<file path="src/rtl/stream_arbiter_pkg.sv">
// Shared types and sizes for the four-input round-robin stream arbiter.
// Imported by rr_priority_encoder and stream_arbiter.
package stream_arbiter_pkg;

    localparam int N_IN  = 4;
    localparam int IDX_W = 2;

    typedef enum logic [1:0] {
        IDLE,
        ACCEPT,
        SEND
    } state_t;

endpackage

</file>
<file path="src/rtl/rr_priority_encoder.sv">
// Rotating-priority winner pick: first set request bit at or above ptr,
// wrapping modulo N_IN.
module rr_priority_encoder
    import stream_arbiter_pkg::*;
(
    input  logic [N_IN-1:0]  req,
    input  logic [IDX_W-1:0] ptr,
    output logic [IDX_W-1:0] winner,
    output logic             any_req
);

    logic [IDX_W-1:0] idx;

    // Walk offsets from farthest to nearest so the nearest request wins.
    always_comb begin
        winner  = '0;
        idx     = '0;
        any_req = |req;
        for (int k = N_IN - 1; k >= 0; k--) begin
            idx = ptr + IDX_W'(k);
            if (req[idx]) begin
                winner = idx;
            end
        end
    end

endmodule

</file>
<file path="src/rtl/stream_arbiter.sv">
// Four-to-one stream arbiter with rotating priority (IDLE/ACCEPT/SEND).
// Define STREAM_ARBITER_WATCHDOG_EN to build the output-stall watchdog.
module stream_arbiter
    import stream_arbiter_pkg::*;
#(
    parameter int WIDTH   = 32,
    parameter int TIMEOUT = 1023
) (
    input  logic             clk,
    input  logic             rst,
    output logic             exception,
    input  logic [WIDTH-1:0] input_in0,
    input  logic [WIDTH-1:0] input_in1,
    input  logic [WIDTH-1:0] input_in2,
    input  logic [WIDTH-1:0] input_in3,
    input  logic             input_in0_stb,
    input  logic             input_in1_stb,
    input  logic             input_in2_stb,
    input  logic             input_in3_stb,
    output logic             input_in0_ack,
    output logic             input_in1_ack,
    output logic             input_in2_ack,
    output logic             input_in3_ack,
    output logic [WIDTH-1:0] output_out,
    output logic             output_out_stb,
    input  logic             output_out_ack
);

    state_t           state;
    logic [IDX_W-1:0] ptr;
    logic [IDX_W-1:0] sel;
    logic [IDX_W-1:0] winner;
    logic             any_req;
    logic [N_IN-1:0]  req;
    logic [N_IN-1:0]  ack;
    logic [WIDTH-1:0] sel_data;

    assign req = {input_in3_stb, input_in2_stb,
                  input_in1_stb, input_in0_stb};

    assign input_in0_ack = ack[0];
    assign input_in1_ack = ack[1];
    assign input_in2_ack = ack[2];
    assign input_in3_ack = ack[3];

    rr_priority_encoder u_enc (
        .req     (req),
        .ptr     (ptr),
        .winner  (winner),
        .any_req (any_req)
    );

    always_comb begin
        sel_data = '0;
        unique case (sel)
            2'd0: sel_data = input_in0;
            2'd1: sel_data = input_in1;
            2'd2: sel_data = input_in2;
            2'd3: sel_data = input_in3;
        endcase
    end

    always_ff @(posedge clk) begin
        if (rst) begin
            state          <= IDLE;
            ptr            <= '0;
            sel            <= '0;
            ack            <= '0;
            output_out     <= '0;
            output_out_stb <= 1'b0;
        end else begin
            unique case (state)
                IDLE: begin
                    if (any_req) begin
                        sel   <= winner;
                        ack   <= N_IN'(1) << winner;
                        state <= ACCEPT;
                    end
                end
                // Latch unconditionally: a producer dropping stb cannot stall us.
                ACCEPT: begin
                    ack            <= '0;
                    output_out     <= sel_data;
                    output_out_stb <= 1'b1;
                    state          <= SEND;
                end
                SEND: begin
                    if (output_out_ack) begin
                        output_out_stb <= 1'b0;
                        ptr            <= sel + IDX_W'(1);
                        state          <= IDLE;
                    end
                end
                default: begin
                    state <= IDLE;
                end
            endcase
        end
    end

`ifdef STREAM_ARBITER_WATCHDOG_EN
    localparam int CNT_W = $clog2(TIMEOUT + 1);

    logic [CNT_W-1:0] stall_cnt;

    // Counter saturates at TIMEOUT; exception is sticky until reset.
    always_ff @(posedge clk) begin
        if (rst) begin
            stall_cnt <= '0;
            exception <= 1'b0;
        end else if (state == SEND) begin
            if (output_out_ack) begin
                stall_cnt <= '0;
            end else begin
                if (stall_cnt != CNT_W'(TIMEOUT)) begin
                    stall_cnt <= stall_cnt + CNT_W'(1);
                end
                if (int'(stall_cnt) + 1 >= TIMEOUT) begin
                    exception <= 1'b1;
                end
            end
        end
    end
`else
    assign exception = 1'b0;
`endif

endmodule

</file>
<file path="config.mk">
export PLATFORM = sky130hd
export DESIGN_NAME = stream_arbiter
export DESIGN_NICKNAME = d
export VERILOG_FILES = /design/src/rtl/stream_arbiter_pkg.sv /design/src/rtl/rr_priority_encoder.sv /design/src/rtl/stream_arbiter.sv
export SDC_FILE = /design/constraint.sdc
export NUM_CORES = 1
export LEC_CHECK = 0
export BUFFER_PORTS_ARGS = -buffer_cell sky130_fd_sc_hd__buf_2
export CAP_MARGIN = 30
export CORE_MARGIN = 4
export CORE_UTILIZATION = 40
export CTS_CLUSTER_SIZE = 30
export DETAILED_ROUTE_END_ITERATION = 7
export PLACE_DENSITY = 0.86
export SYNTH_ARGS = -nofsm -noshare
export SYNTH_HDL_FRONTEND = slang
export SYNTH_SLANG_ARGS = --single-unit
</file>
<file path="constraint.sdc">
create_clock -name clk -period 1.9 [get_ports clk]
set_clock_uncertainty 0.15 [all_clocks]
set_input_delay 0.19 -clock clk [delete_from_list [all_inputs] [get_ports clk]]
set_output_delay 0.19 -clock clk [all_outputs]
set_load 0.01 [all_outputs]
</file>
== After elaboration in Yosys (flattened, before gate mapping) ==
Index checks and enable logic that the tools add are counted.
Storage, ports and cells
  register bits after elaboration: 43
  input bits: 135
  output and inout port bits: 38
  logic and storage cells: 52
Operators by class
  add/subtract/negate cells: 4
  magnitude comparators: 4
  equal/unequal tests: 7
  shifts and indexed selects: 1
  multiplexer cells: 20
  reductions and logical operators: 10
Operator list (count)
  $pmux 32 s4: 1
  $lt 2x3->1 const B: 4
  $mux 2: 6
  $reduce_and 2->1: 5
  $bmux 1 s2: 4
  $pmux 4 s2: 1
  $eq 2x2->1 const B: 3
  $pmux 2 s3: 1
  $mux 1: 5
  $add 2x1->2 const B: 2
  $add 2x2->2 const B: 2
  $eq 2x1->1 const B: 2
  $logic_not 2->1: 2
  $mux 4: 1
  $ne 2x2->1 const B: 2
  $reduce_bool 2->1: 2
  $reduce_or 4->1: 1
  $shl 1x2->4 const A: 1
  $pmux 1 s2: 1

== Longest topological paths before layout ==
Gate-level depths: netlist (run 1).
  depth in word-level cells: 10
  gate-level depth with buffers: 7
  mapped depth without buffers: 5

== Cells and area by module ==
A second synthesis (run 1) with hierarchy kept.
Second synthesis, totals
  cell total of the unflattened synthesis: 284
  area, all modules: 2347.3 um^2
Modules (own cells, without submodules)
  stream_arbiter: instances 1, cells each 271, area an instance 2269.7 um^2, sequential area each 860.8 um^2
  rr_priority_encoder: instances 1, cells each 13, area an instance 77.6 um^2, sequential area each 0.0 um^2

== Worst setup path before layout (run 1) ==
OpenSTA, ideal clock, no wires.
  path type: reg2reg
  start point: register sel[0]
  end point: register output_out[8]
  library setup time: 117 ps
  arrival: 1434 ps
  required time: 1633 ps
  setup slack: 199 ps
  stages on the path, launching flop included: 7
  buffers on the path: 1
  period minus slack after synthesis: 1701 ps
  path through: dfxtp_1 inv_1 ha_1 clkbuf_1 a222oi_1 o21ai_0 a22o_1
Between the ends
  word-level cells in the longest chain between the ends: 2
  elaborated cells between the ends (all ways): 5
  classes of those cells: eq/ne (3); mux (1); reduce/logical (1)
Ends and longest elaborated chain
  from (decl): RTL line stream_arbiter.sv:31  | logic [IDX_W-1:0] sel;
  from (signal assigned): RTL line stream_arbiter.sv:75  | sel <= winner;
  $eq 2x2->1 (tied with other cells): RTL line stream_arbiter.sv:55  | unique case (sel)
  $pmux 32 s4 (*): RTL line stream_arbiter.sv:55
  to (signal assigned): RTL line stream_arbiter.sv:83  | output_out <= sel_data;
  to (decl): RTL line stream_arbiter.sv:24  | output logic [WIDTH-1:0] output_out,
Every way passes the cells marked *; elsewhere a longest branch is shown, timed or not.
A chain may end at the register's enable or synchronous reset.

== Worst setup path after layout (run 1) ==
Ends and elaborated chain as after synthesis.

==> results of run 1 <==
metrics by stage:
stage	area (sq um)	cells	power, mW	util [%]
after floorplan	2230	248	1.37	-
after global placement	3170	475	1.65	60.5
after detailed placement	3170	475	1.67	60.5
after CTS	3240	481	2.19	61.8
after global routing	3260	481	2.30	62.2
final	3260	481	2.17	62.2
kinds of logic (layout without fill, tap and decap cells):
logic type                 count (synthesis)  after routing  synth area share (%)
AOI/OAI and AO/OA                        109            109                  38.9
adders and majority gates                  4              4                  2.25
buffers and inverters                     26            189                  5.28
DFF                                       43             43                  38.7
muxes                                      1              1                 0.450
other                                      1              1                 0.168
and+or+nand+nor                           64             64                  14.3
report_power, final:
group | leakage (nW) | switching [mW] | internal (mW) | total, mW
combinational | 1.23 | 0.324 | 0.306 | 0.631
clock | 0.0371 | 0.279 | 0.245 | 0.524
sequential | 0.352 | 0.0435 | 0.974 | 1.02
total | 1.62 | 0.646 | 1.53 | 2.17
area by class of cell:
cell class	instances	area, sq um	area share (%)
Multi-Input combinational cell	179	1260	38.8
Sequential cell	43	866	26.6
Inverter	2	7.51	0.231
Clock buffer	6	72.6	2.23
Tap cell	70	87.6	2.69
Timing Repair Buffer	181	960	29.5
worst min-delay path by stage:
stage / end / slack [ps] / cells past startpoint
3_5_place_dp: output_out[18] / 310 / 1
6_report: state[1] / 50 / 3
3_3_place_gp: output_out[18] / 310 / 1
2_1_floorplan: ack[0] / 140 / 1
4_1_cts: state[1] / 40 / 3
5_1_grt: state[1] / 70 / 3
cells in the mapped netlist (4+ instances only):
master	count
dfxtp_1	43
nand2_1	36
o21ai_0	33
a222oi_1	32
a22o_1	32
clkbuf_1	14
nor2_1	8
buf_2	7
nand3b_1	5
nor2b_1	5
a21oi_1	4
ha_1	4
flip-flops by register name (all words and copies together) (netlist names):
signal / count
output_out_stb: 1
ack: 4
output_out: 32
sel: 2
ptr: 2
state: 2
metal layers:
metal	share of wire (%)	global-route usage, %
met5	0	0
met4	1.1	7.19
met3	12	5.42
met2	50	39.7
met1	38	22.7
timing repair:
item                                    4_1_cts  5_1_grt
pin swaps                                     1        4
hold buffers                                  0        0
resized for setup                             0        7
endpoints found under the setup margin        1       28
setup buffers                                 0        0
worst max-delay path, cell delays in order, from the launching register on:
cell and delay [ps]:
dfxtp_4 360, ha_1 210, buf_4 200, a222oi_1 430, o21ai_1 140, a22o_1 210
==> impl_metrics.toml, run 1 <==
[floorplan]
num_io_pins = 173
fp.coreArea_sq_mm = 0.00524
start_util_pct = 42.5
rows = 26
die_h_um = 82.6
design.die.area_sq_mm = 0.00682
die_w_um = 82.6

[sta]
slew_headroom_pct = 62.4
setup_tns_ps = 0
holdWs_ps = 55.0
rsz0062_at_grt = "false"
maxSlewViolCount = 0
period_share_pct = 94.4
period_needed_ps = 1790
fin_ws_ps = 106
finalHoldViolCount = 0
worstMarginPinSlew_ps = 563
max_freq_mhz = 557
setup_viol = 0

[logic_synthesis]
synthFlopType = "dfxtp_1"
ys_seq_area_share_pct = 38.7
ys_types = 34
synth_top_area_share_pct = 38.7
syn_nets = 387
syn_inst = 248
synth_edf_count = 0
avgSynthCellArea_sq_um = 8.98
synth_top_area_cell = "dfxtp_1"
synthArstFlopShare_pct = 0
ys_ff_latch = 43
ys_top_cells_by_area = "dfxtp_1 39%, a222oi_1 14%, a22o_1 13%"
synth_area_sq_mm = 0.00223
yosysWarningCount = 0

[grt]
track_usage_pct = 21.2
grt_pass1_vias = 2615
overflow = 0
antenna_found_initial = 0
grt_start_max_net_pins = 37
grt_pass1_wl_um = 11300

[run_status]
status = "finished clean"

[routing]
first_iter_violations = 198
drc = 0
ant_nets = 0
first_pass_iters = 6
wl_per_cell_um = 15.7
vias = 2670
totalWireLength_um = 7560
via_per_inst = 5.55

[cts]
clkSinkCount = 43
htreeDepth = 2
clk_latency_ps = 290
clockBufferDepth = 2
tritoncts = "yes"
clockRootBuffer = "clkbuf_8"
path_clk_slew_ps = 70
cts_inserted_buffers = 5

[pwr]
irDropWorstVdd_uv = 272
leakagePower_nw = 1.62
powerDensity_mw_per_mm2 = 667

[worst_setup_path]
critPathLaunchType = "register"
r2r_cells = 5
worst_ep_arrival_time_ps = 1830
worstSetupEndpoint = "output_out[8]"
critPathLaunch = "sel[0]"
reg2reg_from = "sel[0]"
reg2reg_to = "output_out[8]"
worstSetupPathType = "reg2reg"
regToRegSetupSlack_ps = 110
cp_max_fo = 15
end_kind = "register"
required_ps = 1940

[layout]
layout-area-overhead-vs-synth_pct = 46.3
final_common_cell = "buf_2"
fillCellCount = 478
diodes = 0
final_cell_mix = "171 x buf_2, 41 x dfxtp_1, 36 x nand2_1"
drive_above_1_share_pct = 48.9
finalNetCount = 551

[placement]
place_congestion = 0.765
port_buffers = 171
dpl_worst_slack_ps = 3.04
dpl.hpwl_um = 5830

[hold_path]
hp-start = "output_out_ack"
hold_class = "in2reg"

[run]
max_cap_viol_count = 0
No activity file was read; power rests on OpenSTA's default activity.
==> run 2: changes to the inputs <==
Settings changed: CORE_MARGIN 4 to 5.
==> impl_metrics.toml, run 2 (same netlist as run 1, synthesis figures left out) <==
[run_status]
status = "finished clean"

[sta]
worstMarginPinSlew_ps = 514
period_share_pct = 92.9
setup_tns_ps = 0
max_freq_mhz = 566
rsz0062_at_grt = "false"
slew_headroom_pct = 65.7
period_needed_ps = 1770
holdWs_ps = 36.1
finalHoldViolCount = 0
setup_viol = 0
maxSlewViolCount = 0

[cts]
hold_buffers = 0
clk_latency_ps = 290
htreeDepth = 2
clockRootBuffer = "clkbuf_8"
cts_inserted_buffers = 5
clkSinkCount = 43
tritoncts = "yes"
clockBufferDepth = 2
path_clk_slew_ps = 80

[grt]
grt_pass1_wl_um = 11900
antenna_found_initial = 0
track_usage_pct = 20.1
overflow = 0
grt_pass1_vias = 2644
grt_start_max_net_pins = 33

[routing]
drc = 0
ant_nets = 0
first_iter_violations = 214
first_pass_iters = 6
via_per_inst = 5.52
vias = 2681
wl_per_cell_um = 15.6
totalWireLength_um = 7570

[hold_path]
hp-start = "output_out_ack"
hold_class = "in2reg"
whs_endpoint = "state[1]"
whs_path_depth = 3

[floorplan]
rows = 27
fp.coreArea_sq_mm = 0.00547
num_io_pins = 173
die_h_um = 84.6
die_w_um = 84.6
start_util_pct = 40.7
design.die.area_sq_mm = 0.00716

[pwr]
leakagePower_nw = 1.65
power.total_mw = 2.48
powerDensity_mw_per_mm2 = 745
irDropWorstVdd_uv = 307

[run]
max_cap_viol_count = 0

[worst_setup_path]
cp_max_fo = 25
regToRegSetupSlack_ps = 130
end_kind = "register"
reg2reg_from = "sel[0]"
worst_ep_arrival_time_ps = 1810
reg2reg_to = "output_out[8]"
worstSetupPathType = "reg2reg"
critPathLaunchType = "register"
r2r_cells = 6
required_ps = 1940

[layout]
layout-area-overhead-vs-synth_pct = 49.6
largest_reg_flops = 32
finalNetCount = 552
largest_register = "output_out"
fin_cells = 486
diodes = 0
final_common_cell = "buf_2"
reg_top3 = "output_out (32), ack (4)"
drive_above_1_share_pct = 49.5
final_cell_mix = "171 x buf_2, 41 x dfxtp_1, 36 x nand2_1"

[placement]
port_buffers = 171
dpl.hpwl_um = 5870
place_congestion = 0.882
place_inst = 478
==> run 2: per-stage QoR <==
step / area [sq um] / setup WS, ps / util, %
6_report: 3330 / 135 / 60.8
4_1_cts: 3310 / 0.0515 / 60.5
5_1_grt: 3330 / 16.9 / 60.8
3_3_place_gp: 3180 / 10.3 / 58.0
2_1_floorplan: 2230 / 199 / -
3_5_place_dp: 3180 / 17.1 / 58.0
==> run 2: routing by layer <==
layer / up-vias / wire length [um] / track usage (%) / part of all wire [%]
li1: 1312 / - / - / -
met1: 1217 / 2800 / 22.6 / 37
met2: 145 / 3870 / 37.2 / 51
met3: 7 / 829 / 5.50 / 11
met4: 0 / 63 / 5.32 / 0.83
met5: - / 0 / 0 / 0
==> run 2: power breakdown <==
group          switching (mW)  internal [mW]
Combinational           0.322          0.305
Sequential             0.0433          0.973
Clock                   0.313          0.524
==> run 2: cell type report <==
| cell class | instances | area [sq um] |
|---|---|---|
| tap | 72 | 90.1 |
| clock inverter | 3 | 67.6 |
| clock buffer | 5 | 68.8 |
| fill | 523 | 2140 |
| multi-input combinational | 179 | 1260 |
| inverter | 2 | 7.51 |
| timing repair buffer | 182 | 967 |
| sequential | 43 | 866 |
==> run 2: what timing repair did <==
item                                    4_1_cts  5_1_grt
buffers inserted                              0        0
pin swaps                                     1        1
resized for setup                             0        8
endpoints found under the setup margin        1       27
==> run 2: worst max-delay path by stage <==
| stage | cells after the start | endpoint | slack [ps] | start |
|---|---|---|---|---|
| after detailed placement | 6 | output_out[8] | 20 | sel[0] |
| after global placement | 6 | output_out[8] | 10 | sel[0] |
| final | 6 | output_out[8] | 130 | sel[0] |
| after global routing | 6 | output_out[8] | 20 | sel[0] |
| after floorplan | 6 | output_out[8] | 200 | sel[0] |
| after CTS | 6 | output_out[7] | 0.05 | sel[0] |
==> run 2: worst max-delay path, cell delays in order (launching register included) <==
cell and delay, ps:
dfxtp_4 370, inv_1 60, ha_2 200, buf_12 160
a222oi_1 410, o21ai_1 100, a22o_1 200
==> run 3: changes to the inputs <==
Settings changed: GPL_TIMING_DRIVEN from default to 0, TNS_END_PERCENT from default to 10.
==> impl_metrics.toml, run 3 (same netlist as run 1, synthesis figures left out) <==
[run_status]
status = "finished clean"

[pwr]
combPwrFrac_pct = 28.9
p_sw_share_pct = 30.3
clockPowerShare_pct = 24.9
leakagePower_nw = 1.66
p_int_mw = 1.53
powerDensity_mw_per_mm2 = 668
p_switching_mw = 0.667
seqPwrFrac_pct = 46.2
irDropWorstVdd_uv = 296

[grt]
overflow = 0
grt_pass1_wl_um = 12700
antenna_found_initial = 0
grt_pass1_vias = 2766
grt_start_max_net_pins = 13
track_usage_pct = 21.3

[routing]
ant_nets = 0
vias = 2757
via_per_inst = 5.53
first_iter_violations = 201
drc = 0
first_pass_iters = 8
wl_per_cell_um = 16.4
totalWireLength_um = 8190

[floorplan]
die_h_um = 84.6
rows = 27
die_w_um = 84.6
design.die.area_sq_mm = 0.00716
start_util_pct = 40.7
fp.coreArea_sq_mm = 0.00547
num_io_pins = 173

[cts]
cts_inserted_buffers = 5
path_clk_slew_ps = 80
tritoncts = "yes"
clkSinkCount = 43
clk_latency_ps = 290
htreeDepth = 2
clockBufferDepth = 2
clockRootBuffer = "clkbuf_8"

[layout]
largest_reg_flops = 32
fin_area_sq_mm = 0.00329
layout-area-overhead-vs-synth_pct = 47.9
reg_top3 = "output_out (32), ack (4)"
final_common_cell = "buf_2"
fillCellCount = 533
final_cell_mix = "179 x buf_2, 41 x dfxtp_1, 36 x nand2_1"
diodes = 0
drive_above_1_share_pct = 49.4
finalNetCount = 565
largest_register = "output_out"

[sta]
holdWs_ps = 34.4
finalHoldViolCount = 0
setup_viol = 0
period_share_pct = 97.3
rsz0062_at_grt = "true"
period_needed_ps = 1850
max_freq_mhz = 541
maxSlewViolCount = 0

[placement]
port_buffers = 171
dpl_cell_area_sq_mm = 0.00317
place_congestion = 0.905
dpl.hpwl_um = 6430

[worst_setup_path]
cp_max_fo = 10
end_kind = "register"
required_ps = 1930
critPathLaunchType = "register"
worstSetupPathType = "reg2reg"
worst_ep_arrival_time_ps = 1880

[hold_path]
hold_class = "in2reg"

[run]
max_cap_viol_count = 0
==> run 3: final timing paths <==
kind / startpoint / endpoint / slack, ps / cells after the start
worst max-delay path: sel[0] / output_out[8] / 50 / 6
worst min-delay path: rst / ack[0] / 30 / 2
worst max register to register: sel[0] / output_out[8] / 50 / 6
worst min register to register: output_out[25] / output_out[25] / 330 / 1
==> run 3: final cells by class <==
type	instances	area, sq um	share of cell area [%]
buffer	24	136	4.14
clock buffer	7	76.3	2.32
clock inverter	1	5.00	0.152
inverter	2	7.51	0.228
multi-input combinational	179	1250	38.1
sequential	43	866	26.3
tap	72	90.1	2.74
timing repair buffer	171	856	26.0
==> run 3: worst max-delay path, cell delays in order, from the launching register on <==
cell,delay [ps]
dfxtp_4,380
inv_1,60
ha_2,220
buf_4,180
a222oi_1,420
o21ai_1,110
a22o_1,210
==> run 3: through the flow <==
step,worst slack [ps],util [%],std cells,power (mW),TNS (ps)
after floorplan,199,-,248,1.37,0
after global placement,-143,58.0,491,1.64,-778
after detailed placement,-203,58.0,491,1.66,-3450
after CTS,32.6,59.9,499,2.22,0
after global routing,-20.9,60.2,499,2.33,-21.8
final,51.0,60.2,499,2.20,0
==> run 3: power groups by stage <==
stage	registers (mW)	logic (mW)	clock network (mW)
finish	1.02	0.636	0.547
global route	1.03	0.702	0.607
CTS	1.02	0.637	0.563
detailed placement	1.04	0.628	0
global placement	1.03	0.610	0
floorplan	1.06	0.303	0
==> run 3: timing repair <==
action / 4_1_cts / 5_1_grt
setup endpoints to repair: 30 / 20
endpoints found under the hold margin: 0 / 0
buffers inserted: 0 / 0
gates resized for setup: 16 / 12
hold buffers: 0 / 0
pin swaps: 2 / 2
==> run 3: metal layers <==
metal,part of all wire [%],vias up,GRT usage (%)
li1,-,1335,-
met3,9.7,12,7.07
met1,40,1287,24.4
met2,49,123,38.4
met4,1.2,0,4.75
met5,0,-,0
